### config.mk
export PLATFORM = sky130hd
export DESIGN_NAME = shift_ctrl
export DESIGN_NICKNAME = d
export VERILOG_FILES = /design/src/rtl/shift_ctrl_pkg.sv /design/src/rtl/shift_ctrl_bitcnt.sv /design/src/rtl/shift_ctrl.sv
export SDC_FILE = /design/constraint.sdc
export NUM_CORES = 1
export LEC_CHECK = 0
export ABC_AREA = 1
export BUFFER_PORTS_ARGS = -buffer_cell sky130_fd_sc_hd__buf_2
export CORE_MARGIN = 1.5
export CORE_UTILIZATION = 30
export CTS_BUF_LIST = sky130_fd_sc_hd__clkbuf_16
export DETAILED_ROUTE_END_ITERATION = 10
export PLACE_DENSITY = 0.5
export SYNTH_ARGS = -nofsm -noshare
export SYNTH_HDL_FRONTEND = slang
export SYNTH_SLANG_ARGS = --single-unit
### constraint.sdc
create_clock -name clk -period 1.6 [get_ports clk]
set_clock_uncertainty 0.05 [all_clocks]
set_input_delay 0.24 -clock clk [delete_from_list [all_inputs] [get_ports clk]]
set_output_delay 0.24 -clock clk [all_outputs]
set_load 0.03 [all_outputs]
### src/rtl/shift_ctrl_pkg.sv
`default_nettype none
// ============================================================================
// Module      : shift_ctrl_pkg
// Description : Shared types and constants for the shift-register sequencer.
// Revision    : 1.0 - initial release
// ============================================================================
package shift_ctrl_pkg;

  // Width of the shifted-bit counter (NBITS limited to 1..31)
  localparam int CNT_W = 5;

  // Sequencer states
  typedef enum logic [1:0] {
    ST_LOAD     = 2'd0,
    ST_SHIFT_HI = 2'd1,
    ST_SHIFT_LO = 2'd2,
    ST_DONE     = 2'd3
  } state_t;

endpackage : shift_ctrl_pkg
`default_nettype wire

### src/rtl/shift_ctrl_bitcnt.sv
`default_nettype none
// ============================================================================
// Module      : shift_ctrl_bitcnt
// Description : Shifted-bit counter with synchronous clear, increment enable
//               and terminal compare (count == NBITS).
// Revision    : 1.0 - initial release
// ============================================================================
module shift_ctrl_bitcnt
  import shift_ctrl_pkg::*;
#(
  parameter int NBITS = 8
) (
  input  logic             clk,
  input  logic             i_rst,
  input  logic             i_clr,
  input  logic             i_inc,
  output logic [CNT_W-1:0] o_count,
  output logic             o_term
);

  localparam logic [CNT_W-1:0] C_NBITS = CNT_W'(NBITS);

  logic [CNT_W-1:0] r_count;

  // Counter register: reset/clear win over increment
  always_ff @(posedge clk) begin
    if (i_rst || i_clr) begin
      r_count <= '0;
    end else if (i_inc) begin
      r_count <= r_count + 1'b1;
    end
  end

  assign o_count = r_count;
  assign o_term  = (r_count == C_NBITS);

endmodule : shift_ctrl_bitcnt
`default_nettype wire

### src/rtl/shift_ctrl.sv
`default_nettype none
// ============================================================================
// Module      : shift_ctrl
// Description : Sequencer for a parallel-load / serial-shift register chain.
//               Issues one shld strobe, then NBITS serclk pulses, then done.
//               Optional macro SHIFT_CTRL_AUTO_RESTART_EN makes the transfer
//               free-running: done lasts one cycle, the next edge clears and
//               returns to LOAD.
// Revision    : 1.0 - initial release
// ============================================================================
module shift_ctrl
  import shift_ctrl_pkg::*;
#(
  parameter int NBITS = 8
) (
  input  logic             clk,
  input  logic             reset,
  output logic             shld,
  output logic             serclk,
  output logic [CNT_W-1:0] count,
  output logic             done
);

  state_t r_state;
  logic   r_shld;
  logic   r_serclk;
  logic   r_done;

  logic   w_cnt_inc;
  logic   w_cnt_clr;
  logic   w_cnt_term;

  // Count one bit per serclk rising edge, i.e. on each SHIFT_HI edge
  assign w_cnt_inc = (r_state == ST_SHIFT_HI);

`ifdef SHIFT_CTRL_AUTO_RESTART_EN
  // Leaving DONE starts a fresh transfer from a zero count
  assign w_cnt_clr = (r_state == ST_DONE);
`else
  assign w_cnt_clr = 1'b0;
`endif

  shift_ctrl_bitcnt #(
    .NBITS (NBITS)
  ) u_bitcnt (
    .clk     (clk),
    .i_rst   (reset),
    .i_clr   (w_cnt_clr),
    .i_inc   (w_cnt_inc),
    .o_count (count),
    .o_term  (w_cnt_term)
  );

  // Sequencer FSM with registered strobe/clock/done outputs
  always_ff @(posedge clk) begin
    if (reset) begin
      r_state  <= ST_LOAD;
      r_shld   <= 1'b0;
      r_serclk <= 1'b0;
      r_done   <= 1'b0;
    end else begin
      case (r_state)
        ST_LOAD: begin
          r_shld   <= 1'b1;
          r_serclk <= 1'b0;
          r_state  <= ST_SHIFT_HI;
        end
        ST_SHIFT_HI: begin
          r_shld   <= 1'b0;
          r_serclk <= 1'b1;
          r_state  <= ST_SHIFT_LO;
        end
        ST_SHIFT_LO: begin
          r_serclk <= 1'b0;
          // Counter already holds the post-increment value here
          if (w_cnt_term) begin
            r_done  <= 1'b1;
            r_state <= ST_DONE;
          end else begin
            r_state <= ST_SHIFT_HI;
          end
        end
        ST_DONE: begin
`ifdef SHIFT_CTRL_AUTO_RESTART_EN
          r_done  <= 1'b0;
          r_state <= ST_LOAD;
`else
          r_state <= ST_DONE;
`endif
        end
        default: begin
          r_state <= ST_LOAD;
        end
      endcase
    end
  end

  assign shld   = r_shld;
  assign serclk = r_serclk;
  assign done   = r_done;

endmodule : shift_ctrl
`default_nettype wire

==> results of run 1 <==
==> flip-flops by register name (all words and copies together), names as in the netlist <==
| register | cells |
|---|---|
| u_bitcnt.o_count | 5 |
| r_state | 2 |
| done | 1 |
| serclk | 1 |
| shld | 1 |
==> power groups by stage <==
| stage | clock (uW) | sequential, uW | combinational [uW] |
|---|---|---|---|
| after floorplan | 0 | 296 | 27.5 |
| after global routing | 472 | 277 | 69.9 |
| after global placement | 0 | 279 | 63.2 |
| after CTS | 453 | 275 | 63.2 |
| final | 441 | 274 | 62.3 |
| after detailed placement | 0 | 279 | 63.0 |
==> logic make-up after synthesis <==
family,count (synthesis)
AOI/OAI and AO/OA,5
and+or+nand+nor,28
xor gates and xnor gates,1
adders and majority gates,2
DFF,10
buffers and inverters,7
==> cell usage in the layout (no fill, tap or decap) <==
cell,Yosys,final
nand2_1,14,14
ha_1,2,2
nand3_1,1,1
buf_2,0,9
xor2_1,1,1
nor3_1,1,1
o21a_1,1,1
clkbuf_16,0,3
a21oi_1,3,3
clkinv_1,0,1
inv_1,7,7
nor2_2,1,1
nand3_2,2,2
o21ai_0,1,1
nor2_1,9,9
dfxtp_1,10,10
==> worst min path at each step <==
stage / slack [ns] / depth (start not counted) / from / end
after global placement: 0.39 / 2 / done / done
after floorplan: 0.26 / 1 / reset / u_bitcnt.o_count[2]
after CTS: 0.16 / 2 / reset / u_bitcnt.o_count[2]
after global routing: 0.19 / 2 / reset / u_bitcnt.o_count[2]
final: 0.16 / 2 / reset / u_bitcnt.o_count[2]
after detailed placement: 0.39 / 2 / done / done
==> cells in the mapped netlist <==
cell type   n  share of area
nor3_1      1          0.012
nor2_2      1          0.015
nor2_1      9          0.082
nand3_2     2          0.049
nand3_1     1          0.012
ha_1        2          0.061
dfxtp_1    10           0.49
o21ai_0     1          0.012
xor2_1      1          0.021
o21a_1      1          0.018
nand2_1    14           0.13
inv_1       7          0.064
a21oi_1     3          0.037
==> layout make-up <==
cell class                      count  area, um^2
Clock inverter                      1        3.75
Tap cell                           15        18.8
Fill cell                         135         732
Inverter                            7        26.3
Timing Repair Buffer                9        45.0
Clock buffer                        3        75.1
Multi-Input combinational cell     36         184
Sequential cell                    10         200
==> routing by layer <==
layer	wire length [um]	GRT usage
met5	0	0
met2	321	0.190
met4	0	0.0517
met1	373	0.162
met3	71	0.100
==> metrics by stage <==
stage / utilization / setup slack, ns / power, uW / instances
2_1_floorplan: - / 0.322 / 323 / 53
3_3_place_gp: 0.369 / 0.523 / 342 / 77
3_5_place_dp: 0.369 / 0.484 / 342 / 77
4_1_cts: 0.430 / 0.432 / 791 / 81
5_1_grt: 0.430 / 0.396 / 819 / 81
6_report: 0.430 / 0.447 / 777 / 81
==> qor.txt, run 1 <==
Clock share of power = 0.567
Outcome = completed
Hold Buf Count CTS = 0
ANT cells = 0
Final net count = 71
Int Pwr = 610 uW
Leak Pwr = 0.000266 uW
Hold crit path type = input pin to register
CTS resizes = 0
Vias in the first global route = 319
Reg power frac = 0.353
Worst flop-to-flop path endpoint = u_bitcnt.o_count[1]
FMAX = 867 MHz
Final-report setup violation count = 0
Max Buffers Root-to-Sink = 2
Largest net degree at the start of global routing = 8
DP Area = 474 um^2
Layout Cell Area excl Fill = 553 um^2
H-tree Lvls = 1
Iteration-0 DRC count of the detailed router = 6
Final period utilization = 0.721
RSZ-0062 raised after global routing = false
WS Path Type = register to output pin
Chip width = 40.0 um
Mux cell area share after synthesis = 0
Post-synthesis compound-gate area fraction = 0.0671
Number of max-cap violations = 0
Max-slew violation count = 0
Syn nets = 57
Layout area overhead = 34.8%
Cell count after synthesis = 53
#FFs+latches synth = 10
Placer Congestion = 0.773
Die area = 1600 um^2
VDD IR-drop max = 0.000928 V
Port Buf Inserts = 9
Post-DP HPWL = 560 um
WP data arrival = 0.86 ns
Crit-path leading delay family = flip-flops
WP data required = 1.31 ns
Hold slack = 0.163 ns
CTS tree = done
CP Depth = 1
Global-route wire length before repair = 1.34 mm
Routed vias = 339
Synth warnings = 0
Core Area = 1280 um^2
Pin slew with the least headroom to its limit = 0.233 ns
Buf+Inv Stages, Crit Path = 1
Switching Share = 0.215
Reg2reg start = u_bitcnt.o_count[0]
Critical Path Slowest Stage Cell = dfxtp_1
Vias per std cell = 4.19
Sequential area share after synthesis = 0.488
Crit-path max cell delay = 0.40 ns
Crit. Startpoint = u_bitcnt.o_count[2]
Fraction of layout cells with a size suffix above 1 = 0.227
DRT antenna net count = 0
Max-slew headroom = 0.844
PD cells = 1410 nW/um^2
DR DRC count = 0
Synth Area in Simple Gates = 0.299
Avg Synthesized Cell Area = 7.74 um^2
Critical Path Sink Type = output pin
Routed wire length per instance = 9.46 um
GRT Residual Overflow = 0
Comb power frac = 0.080
Setup crit end = count[2]
Reg-to-reg slack, setup = 0.48 ns
Tmin final = 1.15 ns
Largest family of logic cells by synthesized area = simple AND/OR/NAND/NOR gates
Crit-path max FO = 5
Synth unique cells = 13
Area share of fa/ha/maj cells after synthesis = 0.0610
Total GRT Usage = 0.137
Setup TNS = 0 ns
Num CTS Buffers = 3
Sink Count = 10
Worst-path clk slew = 0.04 ns
Drt pass-1 iters = 2
Synthesized cell area = 410 um^2
Worst reg-to-reg path cell count = 4
CP Launch Type = register
Clk_lat worst skew = 0.23 ns
Routed wire length = 766 um
Die height = 40.0 um
Final Hold Fails = 0
Worst-path cell chain = buf_2
XOR/XNOR Fraction of Synth Area = 0.0213
I/O pin count = 10
Switching power total = 167 uW
Starting Density = 0.319
# rows = 13
Initial antenna violation count = 0
Root buffer cell = clkbuf_16
Number of setup buffers added after CTS = 0
Power figures use the tool's default switching activity.
==> run 2: changes to the inputs <==
--- a/config.mk
+++ b/config.mk
@@ -11,7 +11,7 @@
 export CORE_UTILIZATION = 30
 export CTS_BUF_LIST = sky130_fd_sc_hd__clkbuf_16
 export DETAILED_ROUTE_END_ITERATION = 10
-export PLACE_DENSITY = 0.5
+export PLACE_DENSITY = 0.52
 export SYNTH_ARGS = -nofsm -noshare
 export SYNTH_HDL_FRONTEND = slang
 export SYNTH_SLANG_ARGS = --single-unit
==> constraint.sdc (replaced) <==
create_clock -name clk -period 0.9 [get_ports clk]
set_clock_uncertainty 0.05 [all_clocks]
set_input_delay 0.135 -clock clk [delete_from_list [all_inputs] [get_ports clk]]
set_output_delay 0.135 -clock clk [all_outputs]
set_load 0.03 [all_outputs]
==> qor.txt, run 2 (synthesis gave the netlist of run 1 again) <==
Routed wire length per instance = 11.3 um (+20%)
I/O pin count = 10 (unchanged)
Final Hold Fails = 0 (unchanged)
Worst reg-to-reg path cell count = 6 (+2)
ANT cells = 0 (unchanged)
DRT antenna net count = 0 (unchanged)
Max reg flops = 5 (unchanged)
Core Area = 1280 um^2 (unchanged)
Outcome = complete, but fails checks
VDD IR-drop max = 0.00116 V (+25%)
CP Launch Type = register
Hold path depth = 2 (unchanged)
Chip width = 40.0 um (unchanged)
Number of max-cap violations = 0 (unchanged)
WP data arrival = 1.17 ns (+0.31 ns)
Die area = 1600 um^2 (unchanged)
Tmin final = 1.04 ns
Hold slack = 0.0940 ns (-0.0691 ns)
# rows = 13 (unchanged)
Post-DP HPWL = 577 um (+3.1%)
Most frequent cells in the layout = nand2_1 (13), nor2_1 (8), buf_6 (8), buf_4 (5), dfxtp_4 (5)
Max-slew violation count = 0 (unchanged)
Num CTS Buffers = 3 (unchanged)
Setup TNS = -0.707 ns (-0.707 ns)
Vias per std cell = 4.36 (+4.2%)
Final net count = 76 (+7.0%)
Crit-path max FO = 4 (-1)
GRT Residual Overflow = 0 (unchanged)
Leak Pwr = 0.000312 uW (+18%)
Layout area overhead = 85.4%
DR DRC count = 0 (unchanged)
WP data required = 1.03 ns (-0.28 ns)
Pin slew with the least headroom to its limit = 0.215 ns (-0.0183 ns)
Most common cell after layout, fill and taps aside = nand2_1
PD cells = 1980 nW/um^2 (+41%)
Routed vias = 375 (+11%)
Port Buf Inserts = 9 (unchanged)
Max Buffers Root-to-Sink = 2 (unchanged)
Routed wire length = 975 um (+27%)
Hold crit path type = input pin to register
Design Power = 1510 uW (+94%)
Die height = 40.0 um (unchanged)
Area occupied by multi-input gates = 270 um^2 (+47%)
Placer Congestion = 0.626 (-19%)
Final-report setup violation count = 11 (+11)
Failing checks = setup timing
Fill count = 107 (-21%)
Starting Density = 0.319 (unchanged)
Critical Path Sink Type = register
Largest net degree at the start of global routing = 7 (-1)
FMAX = 966 MHz
Global-route wire length before repair = 1.30 mm (-2.5%)
H-tree Lvls = 1 (unchanged)
Storage element area = 224 um^2 (+12%)
WS Path Type = register to register
Total GRT Usage = 0.134 (-0.00295)
Initial antenna violation count = 0 (unchanged)
CTS tree = done
Root buffer cell = clkbuf_16
Worst-path clk slew = 0.04 ns (about the same)
Fraction of layout cells with a size suffix above 1 = 0.549 (+0.322)
Final WS setup = -0.136 ns (-0.582 ns)
Drt pass-1 iters = 2 (unchanged)
Reg-to-reg slack, setup = -0.14 ns (-0.62 ns)
Vias in the first global route = 308 (-3.4%)
Final period utilization = 1.15
Sink Count = 10 (unchanged)
Iteration-0 DRC count of the detailed router = 3 (-3)
Max-slew headroom = 0.856 (+0.0122)
Clk_lat worst skew = 0.24 ns (about the same)
RSZ-0062 raised after global routing = true
-- run 2: path summary, 6_finish.rpt --
path	from	endpoint
setup / recovery	u_bitcnt.o_count[1]	done
hold / removal	reset	r_state[0]
setup reg to reg	u_bitcnt.o_count[1]	done
hold reg to reg	shld	shld
-- run 2: through the flow --
step	worst slack, ns	util	cell area [um^2]	std cells
after floorplan	-0.141	-	455	53
after CTS	-0.109	0.541	696	86
after global routing	-0.192	0.592	761	86
after detailed placement	-0.0968	0.422	542	80
after global placement	-0.0959	0.422	542	80
final	-0.136	0.592	761	86
-- run 2: final cells by class --
type	count	area share
Multi-Input combinational cell	36	0.355
Sequential cell	10	0.294
Timing Repair Buffer	14	0.174
Clock buffer	3	0.0987
Inverter	7	0.0477
Tap cell	15	0.0247
Clock inverter	1	0.00493
-- run 2: worst max-delay path, stage by stage, from the launching register on --
cell and delay [ns]:
dfxtp_4 0.36, inv_4 0.07, ha_4 0.14, nand2_4 0.05, nor3_4 0.16, nand3_1 0.09
nand2_1 0.07
-- run 2: repair_timing --
| item | in CTS | in global routing |
|---|---|---|
| hold buffers | 0 | 0 |
| pin swaps | 1 | 10 |
| cloned | 0 | 0 |
| gates resized for setup | 19 | 19 |
| endpoints found under the setup margin | 15 | 15 |
| setup buffers | 2 | 1 |
-- run 2: power by group --
| part | total (uW) | internal [uW] | switching (uW) | leakage, uW |
|---|---|---|---|---|
| clock network | 799 | 583 | 216 | 0.0000385 |
| registers | 501 | 465 | 36.2 | 0.0000869 |
| logic | 205 | 93.0 | 112 | 0.000187 |
-- run 2: routing by layer --
layer  global-route usage  wire length [um]  part of all wire  vias up
li1                     -                 -                 -      199
met1                0.156               426              0.44      165
met2                0.185               482              0.49        8
met3                0.100                44             0.045        3
met4               0.0517                21             0.022        0
met5                    0                 0                 0        -
==> run 3: changes to the inputs <==
--- a/config.mk
+++ b/config.mk
@@ -7,11 +7,11 @@
 export LEC_CHECK = 0
 export ABC_AREA = 1
 export BUFFER_PORTS_ARGS = -buffer_cell sky130_fd_sc_hd__buf_2
-export CORE_MARGIN = 1.5
-export CORE_UTILIZATION = 30
+export CORE_AREA = 2 2 39 41
 export CTS_BUF_LIST = sky130_fd_sc_hd__clkbuf_16
 export DETAILED_ROUTE_END_ITERATION = 10
-export PLACE_DENSITY = 0.52
+export DIE_AREA = 0 0 41 43
+export PLACE_DENSITY = 0.53
 export SYNTH_ARGS = -nofsm -noshare
 export SYNTH_HDL_FRONTEND = slang
 export SYNTH_SLANG_ARGS = --single-unit
==> constraint.sdc (replaced) <==
create_clock -name clk -period 0.9 [get_ports clk]
set_clock_uncertainty 0.05 [all_clocks]
set_input_delay 0 -clock clk [delete_from_list [all_inputs] [get_ports clk]]
set_output_delay 0 -clock clk [all_outputs]
set_load 0.03 [all_outputs]
==> qor.txt, run 3 (synthesis gave the netlist of run 1 again) <==
Fill count = 134 (+25%)
Clk_lat worst skew = 0.23 ns (about the same)
Routed wire length = 834 um (-14%)
Sink Count = 10 (unchanged)
ANT cells = 0 (unchanged)
WP data required = 1.03 ns (about the same)
Final WS setup = -0.117 ns (+0.0189 ns)
WS Path Type = register to register
Largest net degree at the start of global routing = 8 (+1)
Clock share of power = 0.545 (+0.014)
Routed vias = 374 (-0.27%)
Placer Congestion = 0.680 (+8.7%)
CTS tree = done
VDD IR-drop max = 0.00113 V (-2.7%)
Layout area overhead = 63.1%
Core Area = 1380 um^2 (+7.7%)
Port Buf Inserts = 9 (unchanged)
PD cells = 2160 nW/um^2 (+9.1%)
Total GRT Usage = 0.130 (-0.00437)
GRT Residual Overflow = 0 (unchanged)
Root buffer cell = clkbuf_16
Most common cell after layout, fill and taps aside = nand2_1
Crit-path max FO = 3 (-1)
Reg power frac = 0.341 (+0.008)
Final-report setup violation count = 8 (-3)
DR DRC count = 0 (unchanged)
Leak Pwr = 0.000298 uW (-4.7%)
Switching Share = 0.225 (-0.0166)
Max-slew headroom = 0.874 (+0.0174)
DP Area = 551 um^2 (+1.6%)
Switching power total = 326 uW (-11%)
DRT antenna net count = 0 (unchanged)
Failing checks = setup timing
Pin slew with the least headroom to its limit = 0.188 ns (-0.0268 ns)
Starting Density = 0.297 (-0.0228)
Routed wire length per instance = 9.48 um (-16%)
Drt pass-1 iters = 2 (unchanged)
Chip width = 41 um (+2.5%)
Most frequent cells in the layout = nand2_1 (14), nor2_1 (8), buf_2 (8), dfxtp_1 (5), buf_4 (5)
Post-DP HPWL = 589 um (+2.0%)
Die area = 1760 um^2 (+10%)
Comb power frac = 0.114 (-0.022)
Outcome = complete, but fails checks
FMAX = 984 MHz (+1.9%)
Max-slew violation count = 0 (unchanged)
Final net count = 77 (+1.3%)
Setup WS pre-CTS = -0.111 ns (-0.0142 ns)
Fraction of layout cells with a size suffix above 1 = 0.444 (-0.105)
Max Buffers Root-to-Sink = 2 (unchanged)
Placed cells = 82 (+2.5%)
Max reg flops = 5 (unchanged)
Hold crit path type = input pin to register
WP data arrival = 1.15 ns (-0.02 ns)
Iteration-0 DRC count of the detailed router = 13 (+10)
# rows = 14 (+1)
Int Pwr = 1120 uW (-1.9%)
Final period utilization = 1.13 (-0.0210)
H-tree Lvls = 1 (unchanged)
Initial antenna violation count = 0 (unchanged)
Layout Cell Area excl Fill = 669 um^2 (-12%)
Vias in the first global route = 347 (+13%)
Reg-to-reg slack, setup = -0.12 ns (+0.02 ns)
Tmin final = 1.02 ns (-0.0189 ns)
Final Hold Fails = 0 (unchanged)
RSZ-0062 raised after global routing = true
Critical Path Sink Type = register
CP Launch Type = register
Final Non-Filler Cells = 88 (+2.3%)
Number of max-cap violations = 0 (unchanged)
Global-route wire length before repair = 1.50 mm (+15%)
Num CTS Buffers = 3 (unchanged)
I/O pin count = 10 (unchanged)
Die height = 43 um (+7.5%)
Vias per std cell = 4.25 (-2.5%)
Worst-path clk slew = 0.04 ns (about the same)
[run 3: cell count changes in the layout (fill, tap and decap cells not counted), moves of 2 or more]
cell     change
buf_2        +7
buf_6        -7
dfxtp_1      +4
dfxtp_2      -2
dfxtp_4      -2
inv_2        +2
[run 3: routing by layer]
layer / share of wire / GRT usage
met1: 0.49 / 0.169
met2: 0.46 / 0.166
met3: 0.046 / 0.0628
met4: 0.0096 / 0.0800
met5: 0 / 0
[run 3: area by class of cell]
cell class	instances	area, um^2	area share
multi-input combinational	36	229	0.342
sequential	10	214	0.320
timing repair buffer	15	98.8	0.148
clock buffer	3	75.1	0.112
inverter	7	28.8	0.0430
tap	16	20.0	0.0299
clock inverter	1	3.75	0.00561
[run 3: power by group through the flow]
stage               registers [uW]  logic (uW)  clock network, uW
global route                   496         188                831
finish                         492         165                788
floorplan                      530        61.3                  0
detailed placement             499         147                  0
CTS                            492         164                803
global placement               498         145                  0
[run 3: timing repair]
item | 4_1_cts | 5_1_grt
hold endpoints to repair | 2 | 2
pin swaps | 2 | 2
endpoints found under the setup margin | 7 | 9
resized for setup | 5 | 1
cloned | 0 | 0
buffers inserted | 1 | 0
[run 3: path summary, 6_finish.rpt]
path                       start  depth (start not counted)    endpoint
max          u_bitcnt.o_count[0]                          6        done
min                        reset                          4  r_state[1]
max reg2reg  u_bitcnt.o_count[0]                          6        done
min reg2reg                 done                          2        done
[run 3: through the flow]
step                      hold WS (ns)  TNS (ns)   util  power (uW)
final                           0.0250    -0.481  0.484        1450
after global placement           0.170    -0.367  0.398         643
after floorplan                 0.0127    -0.486      -         591
after global routing            0.0455    -0.906  0.484        1510
after detailed placement         0.170    -0.474  0.398         646
after CTS                      -0.0697    -0.520  0.475        1460
[run 3: worst max-delay path: stages, from the launching register on]
cell and delay, ns:
dfxtp_4 0.35, inv_2 0.08, ha_4 0.12, nand2_1 0.05, nor3_2 0.15, nand3_1 0.10
nand2_1 0.06
